==> config.mk <==
export PLATFORM = sky130hd
export DESIGN_NAME = dlatch_rr_scheduler
export DESIGN_NICKNAME = d
export VERILOG_FILES = /design/src/rtl/dlatch_rr_scheduler.sv
export SDC_FILE = /design/constraint.sdc
export NUM_CORES = 1
export LEC_CHECK = 0
export CORE_UTILIZATION = 40
export DETAILED_ROUTE_END_ITERATION = 7
export PLACE_DENSITY = 0.72
export SETUP_SLACK_MARGIN = 0.05
export SLEW_MARGIN = 20
export SYNTH_ARGS = -nofsm -noshare
export SYNTH_HDL_FRONTEND = slang
export SYNTH_SLANG_ARGS = --single-unit
==> constraint.sdc <==
create_clock -name clk -period 2.8 [get_ports clk]
set_clock_uncertainty 0.15 [all_clocks]
set_input_delay 0.7 -clock clk [delete_from_list [all_inputs] [get_ports clk]]
set_output_delay 0.7 -clock clk [all_outputs]
set_load 0.005 [all_outputs]
==> src/rtl/dlatch_rr_scheduler.sv <==
// Round-robin scheduler sharing one D-latch register among N_REQ requesters.
// It picks a requester, presents its data with a timed latch_en window, and
// inserts a settle gap before the next operation. It also sequences latch
// clears, and a clear takes priority over pending writes.
//
// Handshake: requester i raises req[i] with stable req_d slice i and holds it
// until ack[i] pulses for one cycle. The data is captured at grant time, so
// later changes to req_d or req during the write are ignored. A req still high
// after its ack counts as a new request.
module dlatch_rr_scheduler #(
  parameter int N_REQ      = 4,
  parameter int WIDTH      = 8,
  parameter int EN_CYCLES  = 2,
  parameter int GAP_CYCLES = 1,
  localparam int IDW       = $clog2(N_REQ)
) (
  input  logic                   clk,
  input  logic                   reset,
  input  logic [N_REQ-1:0]       req,
  input  logic [N_REQ*WIDTH-1:0] req_d,
  input  logic                   clr_req,
  output logic [N_REQ-1:0]       gnt,
  output logic [N_REQ-1:0]       ack,
  output logic [WIDTH-1:0]       latch_d,
  output logic                   latch_en,
  output logic                   latch_clr,
  output logic                   busy,
  output logic [IDW-1:0]         last_id,
  output logic [1:0]             state_dbg
);

  localparam int CNT_MAX = (EN_CYCLES > GAP_CYCLES) ? EN_CYCLES : GAP_CYCLES;
  localparam int CW      = $clog2(CNT_MAX + 1);

  typedef enum logic [1:0] {S_IDLE, S_OPEN, S_GAP, S_CLEAR} state_t;

  state_t           state_q, state_d;
  logic [CW-1:0]    cnt_q, cnt_d;
  logic [IDW-1:0]   ptr_q, ptr_d;
  logic [IDW-1:0]   sel_q, sel_d;
  logic [IDW-1:0]   last_id_q, last_id_d;
  logic [WIDTH-1:0] latch_d_q, latch_d_d;
  logic [N_REQ-1:0] gnt_q, gnt_d;
  logic [N_REQ-1:0] ack_q, ack_d;
  logic             latch_en_q, latch_en_d;
  logic             latch_clr_q, latch_clr_d;
  logic             busy_q, busy_d;

  logic [IDW-1:0]   pick;
  logic             found;

  // Round-robin pick: the first asserted request at or after the pointer, wrapping.
  always_comb begin
    int idx;
    pick  = '0;
    found = 1'b0;
    idx   = 0;
    for (int k = 0; k < N_REQ; k++) begin
      idx = int'(ptr_q) + k;
      if (idx >= N_REQ) idx = idx - N_REQ;
      if (!found && req[idx]) begin
        found = 1'b1;
        pick  = IDW'(idx);
      end
    end
  end

  // Next state and next value of every registered output.
  always_comb begin
    state_d     = state_q;
    cnt_d       = cnt_q;
    ptr_d       = ptr_q;
    sel_d       = sel_q;
    last_id_d   = last_id_q;
    latch_d_d   = latch_d_q;
    gnt_d       = gnt_q;
    ack_d       = '0;
    latch_en_d  = latch_en_q;
    latch_clr_d = 1'b0;
    case (state_q)
      S_IDLE: begin
        latch_en_d = 1'b0;
        gnt_d      = '0;
        if (clr_req) begin
          state_d     = S_CLEAR;
          latch_clr_d = 1'b1;
          latch_d_d   = '0;
        end else if (found) begin
          state_d     = S_OPEN;
          cnt_d       = '0;
          sel_d       = pick;
          latch_d_d   = req_d[int'(pick)*WIDTH +: WIDTH];
          gnt_d[pick] = 1'b1;
          latch_en_d  = 1'b1;
        end
      end
      S_OPEN: begin
        if (cnt_q == CW'(EN_CYCLES - 1)) begin
          state_d      = S_GAP;
          cnt_d        = '0;
          latch_en_d   = 1'b0;
          gnt_d        = '0;
          ack_d[sel_q] = 1'b1;
          last_id_d    = sel_q;
          ptr_d        = (sel_q == IDW'(N_REQ - 1)) ? '0 : sel_q + 1'b1;
        end else begin
          cnt_d = cnt_q + 1'b1;
        end
      end
      S_CLEAR: begin
        state_d = S_GAP;
        cnt_d   = '0;
      end
      S_GAP: begin
        if (cnt_q == CW'(GAP_CYCLES - 1)) begin
          state_d = S_IDLE;
          cnt_d   = '0;
        end else begin
          cnt_d = cnt_q + 1'b1;
        end
      end
      default: state_d = S_IDLE;
    endcase
    busy_d = (state_d != S_IDLE);
  end

  // State and output registers; reset abandons any in-flight write without an ack.
  always_ff @(posedge clk or posedge reset) begin
    if (reset) begin
      state_q     <= S_IDLE;
      cnt_q       <= '0;
      ptr_q       <= '0;
      sel_q       <= '0;
      last_id_q   <= '0;
      latch_d_q   <= '0;
      gnt_q       <= '0;
      ack_q       <= '0;
      latch_en_q  <= 1'b0;
      latch_clr_q <= 1'b0;
      busy_q      <= 1'b0;
    end else begin
      state_q     <= state_d;
      cnt_q       <= cnt_d;
      ptr_q       <= ptr_d;
      sel_q       <= sel_d;
      last_id_q   <= last_id_d;
      latch_d_q   <= latch_d_d;
      gnt_q       <= gnt_d;
      ack_q       <= ack_d;
      latch_en_q  <= latch_en_d;
      latch_clr_q <= latch_clr_d;
      busy_q      <= busy_d;
    end
  end

  assign gnt       = gnt_q;
  assign ack       = ack_q;
  assign latch_d   = latch_d_q;
  assign latch_en  = latch_en_q;
  assign latch_clr = latch_clr_q;
  assign busy      = busy_q;
  assign last_id   = last_id_q;
  assign state_dbg = state_q;

endmodule

After elaboration in Yosys (flattened, before gate mapping)

Cells that the tools add are included.

Equal/unequal tests: 8
Bitwise logic cells: 1
Reductions and logical operators: 18
Multiplexer cells: 53
$add $sub $neg: 9
Shift operators: 1
Order comparisons: 12
Divide/modulo/power cells: 0
Multipliers: 0

Operators by type and width:

| kind                                                               | number |
|---|---|
| < comparator 32 x 4 -> 1 bit (second input constant)               | 4 |
| two-way mux 32 bit                                                 | 4 |
| variable part select 32 x 6 -> 8 bit                               | 1 |
| two-way mux 2 bit                                                  | 13 |
| two-way mux 4 bit                                                  | 5 |
| two-way mux 1 bit                                                  | 19 |
| two-way mux 8 bit                                                  | 2 |
| one-hot mux 2 bit (4 select lines)                                 | 2 |
| subtractor 3 x 3 -> 4 bit (second input constant)                  | 3 |
| greater-or-equal comparator 3 bit (second input constant)          | 3 |
| binary-select mux 1 bit (select 2 bit)                             | 4 |
| one-hot mux 4 bit (2 select lines)                                 | 1 |
| AND reduction 2 bit                                                | 4 |
| adder 2 x 2 -> 3 bit (second input constant)                       | 2 |
| == test 2 bit (second input constant)                              | 3 |
| < comparator 2 x 3 -> 1 bit (second input constant)                | 2 |
| inequality test 2 bit (second input constant)                      | 3 |
| nonzero test 2 bit                                                 | 3 |
| logical AND 1 bit                                                  | 5 |
| adder 2 x 1 -> 2 bit (second input constant)                       | 2 |
| demux 1 bit (select 2 bit)                                         | 2 |
| == test 2 x 1 -> 1 bit (second input constant)                     | 2 |
| greater-or-equal comparator 2 x 1 -> 1 bit (second input constant) | 2 |
| zero test 2 bit                                                    | 2 |
| other kinds (7)                                                    | 9 |

Memories: 0
Bits in writable memories: 0
Bits in latches: 0
Flip-flop bits (word level): 29
Memory bits (read-only): 0

Longest topological paths before layout

Depth after elaboration: 22
Mapped depth: 7
Mapped depth without buffers: 6

Worst setup path before layout

No wires, ideal clock.

Path kind: input to register
From: in req[2]
To: reg latch_d_q[0], in the netlist latch_d[0]
Setup slack: 838 ps
Stages: 6
Library setup time: 140 ps
Data arrival time: 1673 ps
Cells stage by stage: mux2i_1 o22ai_2 nor2_4 buf_12 mux2i_1 o221ai_1

Word-level cells in the longest chain between the ends: 16
Elaborated cells on any way between the ends: 31
Those cells by class: shift (1); mux (22); reduce/logical (8)

RTL lines:

| item                                                 | line | RTL |
|---|---|---|
| start, declared                                      | 19   | `input logic [N_REQ-1:0] req,` |
| binary-select mux 1 bit (select 2 bit)               | 61   | `if (!found && req[idx]) begin` |
| two-way mux 1 bit (implied by the code) (2 in a row) | 61   |  |
| two-way mux 1 bit                                    | 61   |  |
| zero test 1 bit                                      | 61   |  |
| logical AND 1 bit                                    | 61   |  |
| two-way mux 1 bit                                    | 61   |  |
| zero test 1 bit                                      | 61   |  |
| logical AND 1 bit                                    | 61   |  |
| two-way mux 1 bit                                    | 61   |  |
| zero test 1 bit                                      | 61   |  |
| logical AND 1 bit                                    | 61   |  |
| two-way mux 2 bit                                    | 61   |  |
| variable part select 32 x 6 -> 8 bit                 | 92   | `latch_d_d = req_d[int'(pick)*WIDTH +: WIDTH];` |
| two-way mux 8 bit                                    | 88   | `end else if (found) begin` |
| two-way mux 8 bit                                    | 84   | `if (clr_req) begin` |
| end signal, assigned                                 | 147  | `latch_d_q <= latch_d_d;` |
| end, declared                                        | 42   | `logic [WIDTH-1:0] latch_d_q, latch_d_d;` |

Several ways; a longest one is shown, not always the timed one. The select of a mux whose other input is x is not followed.
A chain may end at the register's enable or synchronous reset.

Worst setup path in the final report

From: in req[0]
To: reg latch_d_q[2], in the netlist latch_d[2]

Same word-level chain as after synthesis.

==> reports/results.txt <==
Status = complete, no violations
Sw frac = 0.359
Layout cells sized above 1 = 0.0744
WS Path Type = input port to flop
Initial antenna violation count = 0
Final net count = 264
Flop pwr share = 0.344
Leading cell type in the layout, fill and taps excluded = clkdlybuf4s50_1
Max-cap viol count = 0
Maximum vdd ir drop = 0.537 mV
CTS tree = done
Slew Viols, Final = 0
Gpl congestion = 0.740
Core area = 3720 um2
WHS Path Cells = 1
TritonCTS Buffers = 5
Mapped Cells = 145
Antenna cell count = 0
Most frequent cells in the layout = clkdlybuf4s50_1, dfrtp_1, mux2i_1
Part of the power in combinational logic = 0.501
Tot GR Track Use = 0.197
Starting Density = 0.425
Final Hold Viols = 0
Mapped Avg Cell Area = 10.9 um2
Clock power share = 0.155
Final Worst Setup Slack = 0.410 ns
WL final = 3940 um
Largest net degree at the start of global routing = 30
Worst skew pair latency = 0.27 ns
Die extent in y = 64.9 um
Final setup viols = 0
Setup crit start = req[0]
Post-DP HPWL = 3070 um
Routed Antenna Nets = 0
Row Count = 22
P_leak = 1.05 nW
RSZ-0062 raised after global routing = no
Area after DPL = 2270 um2
Final Power = 2.07 mW
Synth warn = 0
H-Tree Depth = 2
CP Max Fanout = 9
Slew margin rel. = 0.703
Cells after DPL = 255
Synth Flop Type = dfrtp_1
Number of global-route vias before repair = 1,367
Detail Route met3 WL = 147 um
Syn_nets = 195
Post-route insts no fill = 263
Maximum clock frequency = 418 MHz
Area grow syn2layout = 48.6%
I/O pin count = 62
Setup WS pre-CTS = 0.144 ns
WL/cell = 15.0 um
Setup crit end kind = flop
Cts repair resizes = 0
CTS sink count = 29
Root buffer cell = clkbuf_8
Clk slew on worst S/H paths = 0.06 ns
Final Critical Period = 2.39 ns
# hold bufs at CTS = 0
Ys async rst share = 1.00
Post-route clock period utilization = 0.854
Met2 WL = 2030 um
Distinct cell type count after synthesis = 35
Net Sw Power = 0.742 mW
Worst-margin pin slew = 0.433 ns
Int Pwr = 1.33 mW
Reg2reg start = state_dbg[0]
Via count = 1,397
Post-synth EDFFs = 0
R2R depth = 5
First-pass GRT wire length = 6200 um
Iteration-0 DRC Markers = 61
WP data arrival = 2.37 ns
Gr ovfl total = 0
Register area share after synthesis = 0.459
Full die area = 4210 um2
Port Buffers = 61
CP Launch Type = input port
Synth Cell Area = 1580 um2
CP required = 2.78 ns
Residual DRC count = 0
Metal-1 WL = 1680 um
Power Dens Cells = 881 nW/um2
Clk buf depth = 2
Setup TNS = 0 ns
First-pass detailed-route iteration total = 4
Hold WC Path Type = flop to flop
Vias per cell = 5.31
Fillers = 289
Cell area after layout = 2350 um2
Total setup buffers inserted after CTS = 0
#FFs+latches synth = 29
Die W = 64.9 um
Top routing layer in use = met4
Worst Hold Launch = latch_en
-- critical path, cell delays in order --
cell             delay [ns]
clkdlybuf4s50_1        0.50
nor4_2                 0.40
nor2_1                 0.09
and2_0                 0.23
nand2_1                0.27
o221ai_1               0.18
-- per-layer routing --
layer	vias to the layer above	global-route usage
li1	661	-
met1	685	0.238
met2	41	0.329
met3	10	0.0370
met4	0	0.103
met5	-	0
-- worst paths after layout --
path / end / slack [ns]
max in group asynchronous: gnt[1] / 1.60
setup / recovery: latch_d[2] / 0.41
min in group asynchronous: latch_clr / 0.64
hold / removal: latch_en / 0.33
hold reg to reg: latch_en / 0.33
setup reg to reg: latch_d[2] / 0.82
-- layout make-up --
type	count	area (um2)	share of cell area
Multi-Input combinational cell	103	790	0.336
Sequential cell	29	726	0.309
Timing Repair Buffer	65	653	0.278
Clock buffer	6	72.6	0.0309
Tap cell	48	60.1	0.0256
Inverter	10	37.5	0.0160
Clock inverter	2	10.0	0.00426
-- cell families after synthesis --
| logic type | after synthesis | synth area share |
|---|---|---|
| and+or+nand+nor | 36 | 0.116 |
| AOI/OAI and AO/OA | 37 | 0.175 |
| buffers and inverters | 13 | 0.0412 |
| adders and majority gates | 11 | 0.0871 |
| DFF | 29 | 0.459 |
| muxes | 19 | 0.121 |
-- synth_stat cells (all sizes together) (2+ instances only) --
| cell type | number | area, um2 |
|---|---|---|
| a21oi | 5 | 25.0 |
| a22o | 3 | 26.3 |
| a22oi | 2 | 15.0 |
| a32o | 2 | 20.0 |
| and2 | 2 | 12.5 |
| and3 | 4 | 25.0 |
| clkbuf | 2 | 7.51 |
| dfrtp | 29 | 726 |
| ha | 11 | 138 |
| inv | 10 | 37.5 |
| mux2i | 18 | 180 |
| nand2 | 17 | 63.8 |
| nor2 | 4 | 22.5 |
| nor2b | 2 | 12.5 |
| nor3 | 2 | 10.0 |
| o21ai | 10 | 61.3 |
| o221ai | 8 | 70.1 |
| o22ai | 2 | 18.8 |
-- flip-flops by register name (all words and copies together) (netlist names) --
signal / count
latch_clr: 1
latch_d: 8
busy: 1
state_dbg: 2
ptr_q: 2
last_id: 2
latch_en: 1
gnt: 4
cnt_q: 2
ack: 4
sel_q: 2
-- through the flow --
step	utilization	hold slack [ns]
after global routing	0.632	0.361
final	0.632	0.329
after CTS	0.632	0.329
after global placement	0.610	0.318
after detailed placement	0.610	0.318
after floorplan	-	0.323
-- power by group through the flow --
| stage | clock, mW | sequential [mW] | combinational [mW] |
|---|---|---|---|
| 6_report | 0.320 | 0.712 | 1.04 |
| 5_1_grt | 0.355 | 0.731 | 1.13 |
| 3_3_place_gp | 0 | 0.702 | 1.00 |
| 3_5_place_dp | 0 | 0.714 | 1.04 |
| 2_1_floorplan | 0 | 0.701 | 0.552 |
| 4_1_cts | 0.328 | 0.709 | 1.04 |
(Power assumes the default switching activity.)
==> patch 1 (same flow settings) <==
Change the parameter `WIDTH` from 8 to 9.
--- a/src/rtl/dlatch_rr_scheduler.sv
+++ b/src/rtl/dlatch_rr_scheduler.sv
@@ -9,7 +9,7 @@
 // after its ack counts as a new request.
 module dlatch_rr_scheduler #(
   parameter int N_REQ      = 4,
-  parameter int WIDTH      = 8,
+  parameter int WIDTH      = 9,
   parameter int EN_CYCLES  = 2,
   parameter int GAP_CYCLES = 1,
   localparam int IDW       = $clog2(N_REQ)
Ports: changed (resized latch_d and req_d); port bits go from 62 to 67. The function was not compared with the original's and may differ.
==> patch 1 against the unedited design <==
  * Sequential share of layout area decreased by 0.66 points
  * Synthesized area increased by 5.1%
  * Critical path depth unchanged
  * Setup slack worse by 92 ps
  * Clock power is 25% higher
  * Power is 1.7% higher
  * Die area increased by 5.0%
  * Sequential cell count grew 1
  * Synthesized cell count rose by 6.9%
  * Final area increased by 5.7%
  * Wire length rose by 8.4%
  * Critical endpoint is now latch_d[6]
==> patch 1: results (changes against the unedited design) <==
cp-endpoint: "latch_d[6]"  # was latch_d[2]
synth_fp_nets: 210  # was 195
grt_pass1_wl_um: 6700  # was 6200 um
track_usage_pct: 21.0  # was 19.7%
largest_reg_flops: 9  # was 8
path_clk_slew_ps: 60  # about the same
fmax_mhz: 403  # was 418 MHz
synth-seq-area-share_pct: 45.2  # was 45.9%
grt_pass1_vias: 1411  # was 1367
r2r_cells: 6  # was 5
swShare_pct: 34.9  # was 35.9%
timing.hold.ws_ps: 329  # about the same
ff2ff_setup_slack_ps: 730  # was 820 ps
num_vias: 1520  # was 1397
drtIter0Drc: 89  # was 61
clk_path_buf_depth: 2  # unchanged
tightest_slew_ps: 526  # was 433 ps
cts-root-buf: "clkbuf_8"  # unchanged
drt-vias-per-instance: 5.49  # was 5.31
hpwl_um: 3260  # was 3070 um
status: "completed"  # unchanged
grt_max_degree: 31  # was 30
hold_viol_final: 0  # unchanged
gp_congestion: 0.745  # was 0.740
post_cts_resized: 0  # unchanged
synthTopCellsByCount: "30 x dfrtp_1, 19 x nand2_1, 18 x mux2i_1"  # was 29 x dfrtp_1, 18 x mux2i_1, 17 x nand2_1
crit_fanout: 20  # was 9
critPathLaunch: "req[0]"  # unchanged
drive_gt1_share_pct: 7.93  # was 7.44%
nets: 281  # was 264
p_per_area_nw_per_um2: 848  # was 881 nW/um^2
synth_adder_area_share_pct: 9.04  # was 8.71%
dp.cells: 269  # was 255
whs_endpoint: "latch_en"  # unchanged
timing.rr.end: "latch_d[1]"  # was latch_d[2]
synth.mux.area_fraction_pct: 11.5  # was 12.1%
worstHoldStart: "latch_en"  # unchanged
htree_levels: 2  # unchanged
place_area_sq_um: 2370  # was 2270 sq um
syn_inst: 155  # was 145
yosysWarnings: 0  # unchanged
antenna_cells: 0  # unchanged
p_seq_w: 0.000688  # was 0.000712 W
cp.arrival_ps: 2470  # was 2370 ps
drt_first_pass_iters: 4  # unchanged
worst_ir_drop_vdd_mv: 0.508  # was 0.537 mV
yosysUniqueCellTypes: 40  # was 35
netlist_top_cells_area: "dfrtp_1 45%, mux2i_1 11%, ha_1 9.0%"  # was dfrtp_1 46%, mux2i_1 11%, ha_1 8.7%
synth-compound-area-share_pct: 17.6  # was 17.5%
r2r_start: "state_dbg[0]"  # unchanged
routed_wl_um: 4270  # was 3940 um
grt_antenna_before_repair: 0  # unchanged
pre_cts_ws_ps: 23.2  # was 144 ps
portBuffers: 66  # was 61
leakagePower_nw: 1.15  # was 1.05 nW
p_comb_w: 0.00102
## patch 1: cell count changes after synthesis, moves of 2 or more
cell	unedited run	this run
a21oi_1	5	0
a22o_1	3	1
a32o_1	2	4
buf_6	0	2
nand2_1	17	19
nand3_1	1	3
nor2b_1	2	4
nor3_1	2	0
o21ai_1	1	3
## patch 1: metal layers
layer / track usage (%) / vias to the layer above / share of wire (%)
met2: 34.3 / 58 / 52
met1: 26.8 / 744 / 42
met4: 8.24 / 0 / 1.3
met5: 0 / - / 0
li1: - / 714 / -
met3: 4.97 / 4 / 5.0
## patch 1: cell type report
| class | count | area (sq um) |
|---|---|---|
| fillers | 340 | 1520 |
| multi-input cells | 110 | 838 |
| flip-flops and latches | 30 | 751 |
| repair buffers | 69 | 683 |
| clock buffers | 8 | 110 |
| well taps | 50 | 62.6 |
| inverters | 10 | 37.5 |
## patch 1: critical path, cell delays in order
cell and delay (ps):
clkdlybuf4s50_1 520, nor2b_1 200, o21ba_1 170, a211o_2 450, mux2i_1 270, o221ai_1 150
==> patch 2 (same settings) <==
Made on the original files. Register the output `state_dbg` once more, with the module's reset; this adds one clock of latency there. The other outputs are not delayed to match.
--- a/src/rtl/dlatch_rr_scheduler.sv
+++ b/src/rtl/dlatch_rr_scheduler.sv
@@ -160,7 +160,13 @@
   assign latch_clr = latch_clr_q;
   assign busy      = busy_q;
   assign last_id   = last_id_q;
-  assign state_dbg = state_q;
+  always_ff @(posedge clk or posedge reset) begin
+    if (reset) begin
+      state_dbg <= '0;
+    end else begin
+      state_dbg <= state_q;
+    end
+  end
 
 endmodule
 
Check against the original RTL: not equivalent (Yosys sat finds a counterexample within 4 cycles, from zero or initial values and one cycle with reset high).
==> patch 2 against the unedited design <==
  * Worst hold slack improved by 3.3 ps
  * Wire length increased by 2.8%
  * Power grew 5.6%
  * Setup slack worse by 65 ps
  * Sequential cell count is 2 higher
  * Final area is 3.9% higher
  * Synthesized area grew 4.2%
==> patch 2: results (changes against the unedited design) <==
path_clk_slew_ps: 60  # about the same
synth_fp_nets: 198  # was 195
drive_gt1_share_pct: 10.2  # was 7.44%
synthTopCellsByCount: "31 x dfrtp_1, 18 x nand2_1, 17 x mux2i_1"  # was 29 x dfrtp_1, 18 x mux2i_1, 17 x nand2_1
avgRoutedWirePerCell_um: 15.3  # was 15.0 um
critPathLaunch: "req[1]"  # was req[0]
maxSlewHeadroom_pct: 66.1  # was 70.3%
portBuffers: 61  # unchanged
cp.arrival_ps: 2440  # was 2370 ps
gp_congestion: 0.727  # was 0.740
track_usage_pct: 19.7  # about the same
synth-seq-area-share_pct: 47.1  # was 45.9%
hpwl_um: 3160  # was 3070 um
r2r_start: "state_q[0]"  # was state_dbg[0]
netlist_top_cells_area: "dfrtp_1 47%, mux2i_1 10%, ha_1 8.4%"  # was dfrtp_1 46%, mux2i_1 11%, ha_1 8.7%
crit_fanout: 9  # unchanged
async_flop_share_pct: 100  # unchanged
nets: 265  # was 264
status: "completed"  # unchanged
fill_cells: 315  # was 289
worstHoldStart: "last_id[0]"  # was latch_en
largest_reg_flops: 8  # unchanged
drtIter0Drc: 52  # was 61
grt_pass1_vias: 1359  # was 1367
worst_ir_drop_vdd_mv: 0.616  # was 0.537 mV
grt_max_degree: 32  # was 30
yosysUniqueCellTypes: 40  # was 35
leakagePower_nw: 1.14  # was 1.05 nW
num_vias: 1370  # was 1397
grt_pass1_wl_um: 6350  # was 6200 um
-- patch 2: final timing paths --
path,to,slack [ps],cells past startpoint
setup reg to reg,latch_d[5],690,6
max in group asynchronous,last_id[0],1570,3
min in group asynchronous,latch_d[5],650,3
hold / removal,last_id[0],330,2
hold reg to reg,last_id[0],330,2
setup / recovery,latch_d[0],350,5
-- patch 2: cell families after synthesis --
logic type      count (synthesis)  share of synthesized area, %
fa+ha+maj                      11                          8.36
buf+inv                        13                          3.87
simple gates                   42                          13.8
compound gates                 33                          15.9
flops                          31                          47.1
mux                            18                          11.0
-- patch 2: layout make-up --
type	instances	area (sq um)	share of cell area, %
Sequential cell	31	776	31.8
Multi-Input combinational cell	104	807	33.1
Tap cell	48	60.1	2.46
Clock inverter	2	35.0	1.44
Inverter	9	33.8	1.38
Timing Repair Buffer	64	646	26.5
Clock buffer	6	82.6	3.38
-- patch 2: worst max-delay path, cell delays in order --
cell,delay (ps)
clkdlybuf4s50_1,510
or4_4,620
nand2_4,120
or2_1,300
o221ai_1,180
-- patch 2: per-stage QoR --
| step | instance area, sq um | hold WS [ps] | util (%) | instances | setup WS, ps |
|---|---|---|---|---|---|
| 2_1_floorplan | 1650 | 283 | - | 148 | 793 |
| 3_3_place_gp | 2320 | 318 | 61.1 | 256 | 160 |
| 3_5_place_dp | 2320 | 319 | 61.1 | 256 | 44.4 |
| 4_1_cts | 2440 | 336 | 64.2 | 264 | 334 |
| 5_1_grt | 2440 | 367 | 64.2 | 264 | 252 |
| 6_report | 2440 | 332 | 64.2 | 264 | 345 |
-- patch 2: layer usage --
metal  vias to the layer above  track usage [%]  routed length, um
met5                         -                0                  0
met4                         0             6.38                 48
met3                         6             5.17                212
met2                        35             32.8               2010
met1                       663             24.8               1780
li1                        666                -                  -
-- patch 2: where the power goes --
part | switching, W | internal (W) | total [W]
Combinational | 0.000455 | 0.000547 | 0.00100
Clock | 0.000155 | 0.000287 | 0.000443
Sequential | 0.000123 | 0.000618 | 0.000741
